<file path="src/rtl/tpu_host_driver_pkg.sv">
`timescale 1ns/1ps
// tpu_host_pkg
//   Shared definitions for the TPU host driver: FSM state encoding, transfer
//   sizes, data widths and the bit layout of the TPU uio_in control byte.
package tpu_host_pkg;

    localparam int unsigned BYTE_W    = 8;
    localparam int unsigned WORD_W    = 2 * BYTE_W;
    localparam int unsigned NUM_BYTES = 8;   // A00..A11, B00..B11
    localparam int unsigned NUM_WORDS = 4;   // C00..C11

    // uio_in bit positions
    localparam int unsigned LOAD_EN = 0;
    localparam int unsigned MAT_SEL = 1;
    localparam int unsigned IDX_LSB = 2;

    typedef enum logic [2:0] {
        ST_IDLE,
        ST_LOAD,
        ST_WAIT,
        ST_CAPTURE,
        ST_DRAIN
    } state_t;

    // Control byte for the load strobe of operand byte k:
    // k[2] selects matrix A/B, k[1:0] is the element index.
    function automatic logic [BYTE_W-1:0] strobe_ctrl(input logic [2:0] k);
        logic [BYTE_W-1:0] c;
        c                 = '0;
        c[LOAD_EN]        = 1'b1;
        c[MAT_SEL]        = k[2];
        c[IDX_LSB +: 2]   = k[1:0];
        return c;
    endfunction

endpackage

</file>
<file path="src/rtl/tpu_host_driver_if.sv">
`timescale 1ns/1ps
// tpu_host_driver_if
//   Host-side streams of the TPU host driver.
//   op_data/op_valid/op_ready : operand byte stream into the driver
//   res_data/res_valid/res_ready : result word stream out of the driver
//   master : the host (produces operands, consumes results)
//   slave  : the driver
interface tpu_host_driver_if;
    import tpu_host_pkg::*;

    logic [BYTE_W-1:0] op_data;
    logic              op_valid;
    logic              op_ready;
    logic [WORD_W-1:0] res_data;
    logic              res_valid;
    logic              res_ready;

    modport master (
        output op_data, op_valid, res_ready,
        input  op_ready, res_data, res_valid
    );

    modport slave (
        input  op_data, op_valid, res_ready,
        output op_ready, res_data, res_valid
    );

endinterface

</file>
<file path="src/rtl/tpu_host_driver.sv">
`timescale 1ns/1ps
// tpu_host_driver
//   Feeds eight int8 operand bytes (A00..A11, B00..B11) into a 2x2 TPU tile
//   one load strobe at a time, waits RESULT_LAT cycles after the last strobe,
//   captures eight result bytes from tpu_uo_out and returns them as four
//   16-bit words {hi,lo} (C00..C11).
// Ports
//   clk, rst_n   : clock, asynchronous active-low reset
//   bus          : operand/result streams (slave side)
//   tpu_ui_in    : operand byte to the TPU, valid only during a load strobe
//   tpu_uio_in   : {4'b0, index[1:0], mat_sel, load_en}
//   tpu_uo_out   : result byte stream from the TPU
//   busy         : high whenever the driver is not idle
module tpu_host_driver
    import tpu_host_pkg::*;
#(
    parameter int unsigned RESULT_LAT = 4   // legal range 1..15
) (
    input  logic              clk,
    input  logic              rst_n,
    tpu_host_driver_if.slave  bus,
    output logic [BYTE_W-1:0] tpu_ui_in,
    output logic [BYTE_W-1:0] tpu_uio_in,
    input  logic [BYTE_W-1:0] tpu_uo_out,
    output logic              busy
);

    localparam int unsigned KW = $clog2(NUM_BYTES);
    localparam int unsigned WW = $clog2(NUM_WORDS);

    // WAIT lasts RESULT_LAT cycles, starting with the cycle of the last strobe
    localparam logic [3:0] WAIT_INIT = 4'(RESULT_LAT - 1);

    state_t            state;
    state_t            state_nxt;
    logic [KW-1:0]     k;          // operand count in LOAD, capture slot in CAPTURE
    logic [3:0]        wait_cnt;
    logic [WW-1:0]     word_idx;
    logic [BYTE_W-1:0] cap_buf [NUM_BYTES];
    logic              op_acc;
    logic              res_hs;

    assign op_acc = bus.op_valid && bus.op_ready;
    assign res_hs = bus.res_valid && bus.res_ready;

    // state register
    always_ff @(posedge clk or negedge rst_n) begin
        if (!rst_n) begin
            state <= ST_IDLE;
        end else begin
            state <= state_nxt;
        end
    end

    // next-state logic
    always_comb begin
        state_nxt = state;
        unique case (state)
            ST_IDLE:    if (op_acc) state_nxt = ST_LOAD;
            ST_LOAD:    if (op_acc && k == KW'(NUM_BYTES - 1)) state_nxt = ST_WAIT;
            ST_WAIT:    if (wait_cnt == '0) state_nxt = ST_CAPTURE;
            ST_CAPTURE: if (k == KW'(NUM_BYTES - 1)) state_nxt = ST_DRAIN;
            ST_DRAIN:   if (res_hs && word_idx == WW'(NUM_WORDS - 1)) state_nxt = ST_IDLE;
            default:    state_nxt = ST_IDLE;
        endcase
    end

    // output logic
    always_comb begin
        bus.op_ready  = (state == ST_IDLE) || (state == ST_LOAD);
        bus.res_valid = (state == ST_DRAIN);
        busy          = (state != ST_IDLE);
        bus.res_data  = '0;
        if (state == ST_DRAIN) begin
            bus.res_data = {cap_buf[{word_idx, 1'b1}], cap_buf[{word_idx, 1'b0}]};
        end
    end

    // Counters and capture buffer. k wraps to zero after the 8th accept and
    // again after the 8th capture, so one counter serves both phases.
    always_ff @(posedge clk or negedge rst_n) begin
        if (!rst_n) begin
            k        <= '0;
            wait_cnt <= '0;
            word_idx <= '0;
            for (int unsigned i = 0; i < NUM_BYTES; i++) begin
                cap_buf[i] <= '0;
            end
        end else begin
            unique case (state)
                ST_IDLE, ST_LOAD: begin
                    wait_cnt <= WAIT_INIT;
                    if (op_acc) k <= k + 1'b1;
                end
                ST_WAIT: begin
                    if (wait_cnt != '0) wait_cnt <= wait_cnt - 1'b1;
                end
                ST_CAPTURE: begin
                    cap_buf[k] <= tpu_uo_out;
                    k          <= k + 1'b1;
                end
                ST_DRAIN: begin
                    if (res_hs) word_idx <= word_idx + 1'b1;
                end
                default: ;
            endcase
        end
    end

    // Load strobe: one registered cycle per accepted byte, zeros otherwise.
    always_ff @(posedge clk or negedge rst_n) begin
        if (!rst_n) begin
            tpu_ui_in  <= '0;
            tpu_uio_in <= '0;
        end else if (op_acc) begin
            tpu_ui_in  <= bus.op_data;
            tpu_uio_in <= strobe_ctrl(k);
        end else begin
            tpu_ui_in  <= '0;
            tpu_uio_in <= '0;
        end
    end

endmodule

</file>
<file path="src/flat_wrapper.sv">
// flat-port wrapper written by rule: the top's interface ports become plain ports
module tpu_host_driver_flat import tpu_host_pkg::*;
#(
    parameter int unsigned RESULT_LAT = 4                       
)
  (clk, rst_n, tpu_ui_in, tpu_uio_in, tpu_uo_out, busy, bus_op_data, bus_op_valid, bus_res_ready, bus_op_ready, bus_res_data, bus_res_valid);
  tpu_host_driver_if bus_i ();
  input  logic clk;
  input  logic rst_n;
  output logic [BYTE_W-1:0] tpu_ui_in;
  output logic [BYTE_W-1:0] tpu_uio_in;
  input  logic [BYTE_W-1:0] tpu_uo_out;
  output logic busy;
  input wire logic [$bits(bus_i.op_data)-1:0] bus_op_data;
  input wire logic [$bits(bus_i.op_valid)-1:0] bus_op_valid;
  input wire logic [$bits(bus_i.res_ready)-1:0] bus_res_ready;
  output wire logic [$bits(bus_i.op_ready)-1:0] bus_op_ready;
  output wire logic [$bits(bus_i.res_data)-1:0] bus_res_data;
  output wire logic [$bits(bus_i.res_valid)-1:0] bus_res_valid;
  assign bus_i.op_data = bus_op_data;
  assign bus_i.op_valid = bus_op_valid;
  assign bus_i.res_ready = bus_res_ready;
  assign bus_op_ready = bus_i.op_ready;
  assign bus_res_data = bus_i.res_data;
  assign bus_res_valid = bus_i.res_valid;
  tpu_host_driver #(.RESULT_LAT(RESULT_LAT)) u_core (.clk(clk), .rst_n(rst_n), .bus(bus_i), .tpu_ui_in(tpu_ui_in), .tpu_uio_in(tpu_uio_in), .tpu_uo_out(tpu_uo_out), .busy(busy));
endmodule
</file>
<file path="config.mk">
export PLATFORM = sky130hd
export DESIGN_NAME = tpu_host_driver_flat
export DESIGN_NICKNAME = d
export VERILOG_FILES = /design/src/rtl/tpu_host_driver_pkg.sv /design/src/rtl/tpu_host_driver_if.sv /design/src/rtl/tpu_host_driver.sv /design/src/flat_wrapper.sv
export SDC_FILE = /design/constraint.sdc
export NUM_CORES = 1
export LEC_CHECK = 0
export CORE_UTILIZATION = 50
export CTS_CLUSTER_SIZE = 24
export DETAILED_ROUTE_END_ITERATION = 10
export PLACE_DENSITY = 0.79
export SETUP_SLACK_MARGIN = 0.5
export SYNTH_ARGS = -nofsm -noshare
export SYNTH_HDL_FRONTEND = slang
export SYNTH_SLANG_ARGS = --single-unit
</file>
<file path="constraint.sdc">
create_clock -name clk -period 2.55 [get_ports clk]
set_input_delay 0.51 -clock clk [delete_from_list [all_inputs] [get_ports clk]]
set_output_delay 0.51 -clock clk [all_outputs]
set_load 0.02 [all_outputs]
</file>
==> metrics.csv <==
metric,value,unit
Die Area,8370,sq um
crit path DAT,1.81,ns
Die Y,91.5,um
post-route ant nets,0,
CP Launch Type,flip-flop,
Die X,91.5,um
Syn Area/Cell,14.7,sq um
"FF+latch count, synth",88,
clock skew,0.00796,ns
main combinational cell family by area after synthesis,multiplexers,
global-route wire length before repair,13.4,mm
fmax,430,MHz
worst skew pair latency,0.36,ns
Worst Tran Pin Value,0.597,ns
CP dominant cell by count,buf_6,
final WL,8.10,mm
most instantiated library cell after synthesis,dfrtp_1,
Pins Over Slew Limit,0,
CTS tree,done,
synth unique cells,37,
Commonest cells post-synth,"dfrtp_1, mux2_2, and2_1, mux4_2, and3_1",
r2r setup slk,0.64,ns
maximum VDD drop,0.553,mV
WP data required,2.04,ns
FILL cells,565,
first drt pass iteration count,4,
"Max stage delay cell, worst path",mux4_2,
via/cell ratio,5.56,
Nets,360,
Top delay family on crit path,multiplexers,
Sink Count,88,
cell taking the most area after synthesis,dfrtp_1,
Main synth FF type,dfrtp_1,
io pins,55,
Reg-to-Reg End,u_core.cap_buf[27],
post-synthesis mux area share,28.6,%
crit path max fanout,5,
DRC viols,0,
Post-Route Setup TNS,0,ns
Fin. Hold Viols,0,
"Cell Area, Placed",4680,sq um
xor/xnor share of the synthesized area,0.437,%
worst hold slack,0.0832,ns
area grow syn2layout,26.2,%
clock buffer count from CTS,9,
crit-path cells,"buf_6, buf_12, mux4_2, and2_4, buf_6",
vias in the first global route,2520,
antenna cell count,0,
Post-synth EDFFs,0,
cell row count,32,
Area contributors post-synth,"dfrtp_1, mux2_2, mux4_2",
RR Startpoint,u_core.state[2],
Worst path max stage delay,0.52,ns
largest net degree at the start of global routing,57,
asr flop ratio synth,100,%
Worst Path Buf+Inv,3,
share of cells above drive strength 1,46.3,%
initial antenna violation count,0,
critical path type,flip-flop to primary output,
H-tree Lvls,3,
CTS Buffer Depth,2,
PD cells,1050,nW/um^2
Adder-Cell Fraction of Synth Area,1.25,%
maxcap violations,0,
fin crit period,2.32,ns
WL per Instance,18.3,um
Worst setup EP type,primary output,
Core Area,7730,sq um
Clock transition at path regs,0.09,ns
Final Cell Area,5050,sq um
RSZ-0062 raised after global routing,yes,
final setup fails,0,
Finished Core Util,65.4,%
Yosys top cell area share,55.0,%
Netlist Area Pre-Place,4000,sq um
P_leak,2.25,nW
status,finished clean,
sequential share of the synthesized area,55.0,%
Reg2Reg Depth,4,
Starting Density,51.8,%
YS warnings,0,
root buf cell,clkbuf_8,
multi-input logic area,1750,sq um
Synth Area in Compound Gates,1.50,%
Initial DRC Count,102,
Post-Synthesis Cells,272,
GRT Util Overall,21.8,%
routability congestion estimate from global placement,0.738,
vias,2464,
simple-gate share of the synthesized area,10.3,%
post-route clock period utilization,91.2,%
GRT overflow,0,
Worst Hold Class,primary input to asynchronous set/reset pin,
Slew headroom,60.1,%
Sequential Area,2200,sq um
hpwl dp,5.30,mm
# port buffers,50,
[per-layer routing]
metal,part of all wire [%],GRT usage [%]
met1,44,29.5
met2,50,34.5
met3,4.3,5.70
met4,2.0,6.88
met5,0,0
[per-stage QoR]
step,setup slack [ns],instances,total power (W)
6_report,0.225,443,0.00533
4_1_cts,0.224,443,0.00536
2_1_floorplan,0.510,275,0.00355
5_1_grt,0.170,443,0.00563
3_3_place_gp,0.255,422,0.00400
3_5_place_dp,0.236,422,0.00410
[layout by cell type, fill, tap and decap left out, drive strengths merged, types with 2 or more instances in the layout]
master	instances
ha	4
nor3b	5
and3	11
mux2i	3
nand2	9
nor2b	2
nor2	5
nand4b	2
and2	17
clkinv	3
clkdlybuf4s50	30
nand3b	2
inv	6
o21ai	3
mux2	67
bufinv	2
a21oi	2
dfrtp	88
conb	4
clkbuf	10
mux4	16
nand2b	3
buf	35
[worst max-delay path by stage]
stage,startpoint,to,slack (ns),cells past startpoint
2_1_floorplan,u_core.word_idx[0],bus_res_data[10],0.51,4
3_3_place_gp,u_core.word_idx[0],bus_res_data[11],0.25,4
3_5_place_dp,u_core.word_idx[0],bus_res_data[8],0.24,4
4_1_cts,u_core.word_idx[0],bus_res_data[8],0.22,5
5_1_grt,u_core.word_idx[0],bus_res_data[9],0.17,5
6_report,u_core.word_idx[0],bus_res_data[8],0.23,5
[where the power goes]
part           internal (W)  switching, W
clock              0.000563      0.000513
combinational       0.00119      0.000740
sequential          0.00198      0.000339
total               0.00374       0.00159
[repair_timing]
| item | in CTS | in global routing |
|---|---|---|
| cloned | 2 | 0 |
| hold buffers | 0 | 0 |
| endpoints found under the setup margin | 19 | 18 |
| gates resized for setup | 122 | 2 |
| buffers inserted | 3 | 0 |
| pin swaps | 16 | 0 |
[kinds of logic after synthesis]
kind of cell,count (synthesis)
multiplexers,86
flip-flops,88
AND/OR/NAND/NOR,60
AO/OA/AOI/OAI,9
XOR/XNOR,2
other,1
buffers and inverters,22
adder cells (fa/ha/maj),4
[registers in the layout, indices dropped and copies added (netlist names)]
register / flops
u_core.cap_buf: 64
u_core.tpu_ui_in: 8
u_core.tpu_uio_in: 4
u_core.wait_cnt: 4
u_core.k: 3
u_core.state: 3
u_core.word_idx: 2
[worst register-to-register path: cells and delay by family (launching register included)]
kind / cells / cell delay [ns]
buf+inv: 1 / 0.18
flops: 1 / 0.38
mux: 1 / 0.45
simple gates: 2 / 0.80
[layout make-up]
class	instances	share of cell area, %
flip-flops and latches	88	43.6
multi-input cells	165	34.6
repair buffers	68	14.5
well taps	102	2.53
clock buffers	9	2.45
clock inverters	7	2.06
inverters	4	0.297
(Power assumes the default switching activity.)
